[src/rtl/decoder_sel_seq.sv]
// Registered one-hot select generator with LEVEL / PULSE / SCAN / CLEAR commands,
// out-of-range flagging and busy status. The last accepted command always wins.
module decoder_sel_seq #(
    parameter int SEL_W     = 5,
    parameter int OUT_W     = 32,
    parameter int PULSE_LEN = 1
) (
    input  logic             clk,
    input  logic             rst_n,
    input  logic             en,
    input  logic             load,
    input  logic [1:0]       mode,
    input  logic [SEL_W-1:0] sel,
    output logic [OUT_W-1:0] O,
    output logic [SEL_W-1:0] idx,
    output logic             busy,
    output logic             err
);

    localparam int CNT_W = $clog2(PULSE_LEN + 1);
    localparam logic [1:0] M_LEVEL = 2'b00;
    localparam logic [1:0] M_PULSE = 2'b01;
    localparam logic [1:0] M_SCAN  = 2'b10;
    localparam logic [1:0] M_CLEAR = 2'b11;
    localparam logic [SEL_W-1:0] IDX_LAST  = SEL_W'(OUT_W - 1);
    localparam logic [CNT_W-1:0] CNT_START = CNT_W'(PULSE_LEN - 1);

    typedef enum logic [1:0] {IDLE, HOLD, PULSE, SCAN} state_t;

    state_t           state_q, state_d;
    logic [OUT_W-1:0] o_q, o_d;
    logic [SEL_W-1:0] idx_q, idx_d;
    logic             busy_q, busy_d;
    logic             err_q, err_d;
    logic [CNT_W-1:0] cnt_q, cnt_d;
    logic             sel_oor;

    assign sel_oor = (int'(sel) >= OUT_W);

    always_comb begin
        state_d = state_q;
        o_d     = o_q;
        idx_d   = idx_q;
        busy_d  = busy_q;
        err_d   = err_q;
        cnt_d   = cnt_q;
        if (en) begin
            err_d = 1'b0;
            if (load) begin
                if (mode == M_CLEAR || sel_oor) begin
                    state_d = IDLE;
                    o_d     = '0;
                    idx_d   = '0;
                    busy_d  = 1'b0;
                    cnt_d   = '0;
                    err_d   = (mode != M_CLEAR);
                end else begin
                    o_d   = OUT_W'(1) << sel;
                    idx_d = sel;
                    cnt_d = '0;
                    case (mode)
                        M_LEVEL: begin
                            state_d = HOLD;
                            busy_d  = 1'b0;
                        end
                        M_PULSE: begin
                            state_d = PULSE;
                            busy_d  = 1'b1;
                            cnt_d   = CNT_START;
                        end
                        default: begin
                            state_d = SCAN;
                            busy_d  = 1'b1;
                        end
                    endcase
                end
            end else begin
                case (state_q)
                    PULSE: begin
                        if (cnt_q != '0) begin
                            cnt_d = cnt_q - CNT_W'(1);
                        end else begin
                            state_d = IDLE;
                            o_d     = '0;
                            idx_d   = '0;
                            busy_d  = 1'b0;
                        end
                    end
                    SCAN: begin
                        // Rotation keeps O one-hot across the wrap for any OUT_W.
                        o_d   = {o_q[OUT_W-2:0], o_q[OUT_W-1]};
                        idx_d = (idx_q == IDX_LAST) ? '0 : idx_q + SEL_W'(1);
                    end
                    default: ;
                endcase
            end
        end
    end

    always_ff @(posedge clk or negedge rst_n) begin
        if (!rst_n) begin
            state_q <= IDLE;
            o_q     <= '0;
            idx_q   <= '0;
            busy_q  <= 1'b0;
            err_q   <= 1'b0;
            cnt_q   <= '0;
        end else begin
            state_q <= state_d;
            o_q     <= o_d;
            idx_q   <= idx_d;
            busy_q  <= busy_d;
            err_q   <= err_d;
            cnt_q   <= cnt_d;
        end
    end

    assign O    = o_q;
    assign idx  = idx_q;
    assign busy = busy_q;
    assign err  = err_q;

endmodule

[config.mk]
export PLATFORM = sky130hd
export DESIGN_NAME = decoder_sel_seq
export DESIGN_NICKNAME = d
export VERILOG_FILES = /design/src/rtl/decoder_sel_seq.sv
export SDC_FILE = /design/constraint.sdc
export NUM_CORES = 1
export LEC_CHECK = 0
export ABC_AREA = 1
export CORE_MARGIN = 4
export CORE_UTILIZATION = 35
export DETAILED_ROUTE_END_ITERATION = 10
export PLACE_DENSITY = 0.72
export SYNTH_ARGS = -nofsm -noshare
export SYNTH_HDL_FRONTEND = slang
export SYNTH_SLANG_ARGS = --single-unit
[constraint.sdc]
create_clock -name clk -period 3.5 [get_ports clk]
set_input_delay 0.525 -clock clk [delete_from_list [all_inputs] [get_ports clk]]
set_output_delay 0.525 -clock clk [all_outputs]
set_load 0.02 [all_outputs]
==> qor.txt <==
First-pass GRT wire length -> 9570 um
Post-CTS Hold Buffers -> 0
Slowest-stage cell, CP -> clkdlybuf4s50_1
Slew margin rel. -> 39.8%
Critical Path, Cell by Cell -> clkdlybuf4s50_1 > ha_1 > inv_1 > nand2_1 > nor2_2 > inv_1 > nor2_1 > nor2_1 > nor2_1
Largest net degree at the start of global routing -> 47
DP HPWL -> 4020 um
CP bufs+invs -> 3
Setup Skew -> 0.00265 ns
Pwr Total -> 1.52 mW
Syn Nets -> 298
CTS root buf -> clkbuf_8
Period utilization -> 56.6%
Synth Register Bits -> 39
Area grow syn2layout -> 29.5%
Std-Cell Rows -> 27
DR pass1 iterations -> 4
Netlist area before placement -> 0.00206 mm^2
Routability cong. -> 0.865
Worst-path fanout max -> 13
DIE AREA -> 0.00718 mm^2
Initial antenna violation count -> 0
Yosys warnings -> 0
Setup Crit Path Kind -> in2reg
Routed vias/inst -> 4.93
Max VDD drop -> 0.000232 V
GRT overflow -> 0
H-Tree Depth -> 2
Status -> complete, no violations
Antenna Cells -> 0
Post-synthesis instance total -> 283
WL final -> 5650 um
Fmax -> 504 MHz
CTS Buffer Depth -> 2
Crit path max-delay family -> simple AND/OR/NAND/NOR gates
Lkg Pwr -> 1.14 nW
Worst slew pin tran -> 0.902 ns
Initial Utilization -> 36.8%
Min Clock Period, post-route -> 1.98 ns
Clock Latency Late Sink -> 0.29 ns
CTS buffer count -> 5
Global Route Usage Sum -> 16.4%
Core area -> 0.00561 mm^2
Req. time, crit path -> 3.72 ns
Clock-pin slew on the worst setup and hold paths -> 0.07 ns
MaxCap Viol Count -> 0
Filler cells -> 597
Vias in the first global route -> 1972
Critical path arrival -> 2.20 ns
Hold WC Path Type -> in2async
Synth Area per Inst -> 7.29 um^2
Vias post-DR -> 1966
Setup tns final -> 0 ns
Max incr delay on CP -> 0.44 ns
Count of final max-slew check failures -> 0
# setup viols final -> 0
Post-route antenna net violation count -> 0
IO Port Bufs -> 48
Register area share after synthesis -> 47.3%
Layout cells sized above 1 -> 4.59%
Clock Sinks -> 39
NumNets Final -> 341
Most frequent CP cell -> nor2_1
Yosys cell types -> 20
Power Dens Cells -> 571 mW/mm^2
RSZ-0062 raised after global routing -> no
Post-CTS sizing -> 0
Element type at the critical path start -> input port
DR WL/cell -> 14.2 um
Die X -> 84.8 um
Final hold violations -> 0
Post-CTS Setup Repair Bufs -> 0
DR iter-0 viols -> 176
Die height -> 84.8 um
Boundary pin count -> 50
Drt drc -> 0
CTS tree -> done
Critical Path Sink Type -> flip-flop
flip-flops by register name, indices dropped and copies added (netlist names):
| signal | count |
|---|---|
| O | 32 |
| state_q | 2 |
| idx | 5 |
worst reg2reg max path, cell delays in order (launching register included):
cell	delay, ns
dfrtp_1	0.44
ha_1	0.26
nand2_1	0.07
nor2_1	0.04
ha_1	0.17
nor3_1	0.39
nand3_1	0.13
a21oi_1	0.14
cells in the final DEF, fill, tap and decap left out, types with 2 or more instances in the layout:
cell type,count
dfrtp_1,39
nor2_2,3
ha_1,4
buf_4,2
a21oi_1,54
nand2_1,53
clkbuf_8,7
nor2_1,81
nand3_1,8
inv_1,12
o21ai_0,2
clkdlybuf4s50_1,47
nand4_1,6
power breakdown:
group	internal, mW	switching (mW)
logic	0.245	0.308
clock network	0.180	0.153
registers	0.549	0.0900
total	0.974	0.550
Yosys cell counts:
cell / n / area share (%)
nor2_1: 81 / 15
a21oi_1: 54 / 13
nand2_1: 53 / 9.6
dfrtp_1: 39 / 47
inv_1: 12 / 2.2
buf_2: 10 / 2.4
nand3_1: 8 / 1.9
nand4_1: 6 / 1.8
ha_1: 4 / 2.4
nor2_2: 3 / 0.91
buf_4: 2 / 0.73
clkbuf_1: 2 / 0.36
o21ai_0: 2 / 0.49
clkinv_1: 1 / 0.18
conb_1: 1 / 0.18
inv_2: 1 / 0.18
nor3_1: 1 / 0.24
o21ai_1: 1 / 0.24
o21ai_2: 1 / 0.42
xor2_1: 1 / 0.42
cell families (layout without fill, tap and decap cells):
logic type	count (synthesis)	in the layout	synth area share (%)
and+or+nand+nor	152	152	29.3
AOI/OAI and AO/OA	58	58	14.3
DFF	39	39	47.3
buffers and inverters	28	72	6.07
adders and majority gates	4	4	2.43
other	1	1	0.182
xor gates and xnor gates	1	1	0.425
per-layer routing:
layer | global-route usage [%] | wire, um | vias to the layer above
met4 | 5.61 | 101 | 0
li1 | - | - | 995
met3 | 4.42 | 426 | 9
met2 | 24.8 | 2590 | 74
met5 | 0 | 0 | -
met1 | 22.6 | 2540 | 888
final cells by class:
type,instances,area [um^2],area share [%]
Clock buffer,8,100,3.75
Inverter,14,52.6,1.97
Multi-Input combinational cell,216,961,36.0
Sequential cell,39,976,36.6
Tap cell,72,90.1,3.37
Timing Repair Buffer,50,490,18.4
metrics by stage:
step                setup WS [ns]  hold slack, ns  utilization, %  area, um^2  instances
floorplan                    1.91           0.229               -        2060        283
global placement             1.29           0.513            45.8        2570        391
detailed placement           1.24           0.523            45.8        2570        391
CTS                          1.54           0.378            47.6        2670        399
global route                 1.37           0.428            47.6        2670        399
finish                       1.52           0.358            47.6        2670        399
path summary, 6_finish.rpt:
path | end | start | cells past startpoint | slack, ns
max in group asynchronous | O[31]$_DFFE_PN0P_ | rst_n | 1 | 2.59
max reg2reg | idx[3]$_DFFE_PN0P_ | idx[0]$_DFFE_PN0P_ | 7 | 1.80
min in group clk | O[3]$_DFFE_PN0P_ | O[3]$_DFFE_PN0P_ | 2 | 0.54
max | O[16]$_DFFE_PN0P_ | mode[0] | 9 | 1.52
min | state_q[1]$_DFFE_PN0P_ | rst_n | 1 | 0.36
min reg2reg | O[3]$_DFFE_PN0P_ | O[3]$_DFFE_PN0P_ | 2 | 0.54
(Power assumes the default switching activity.)
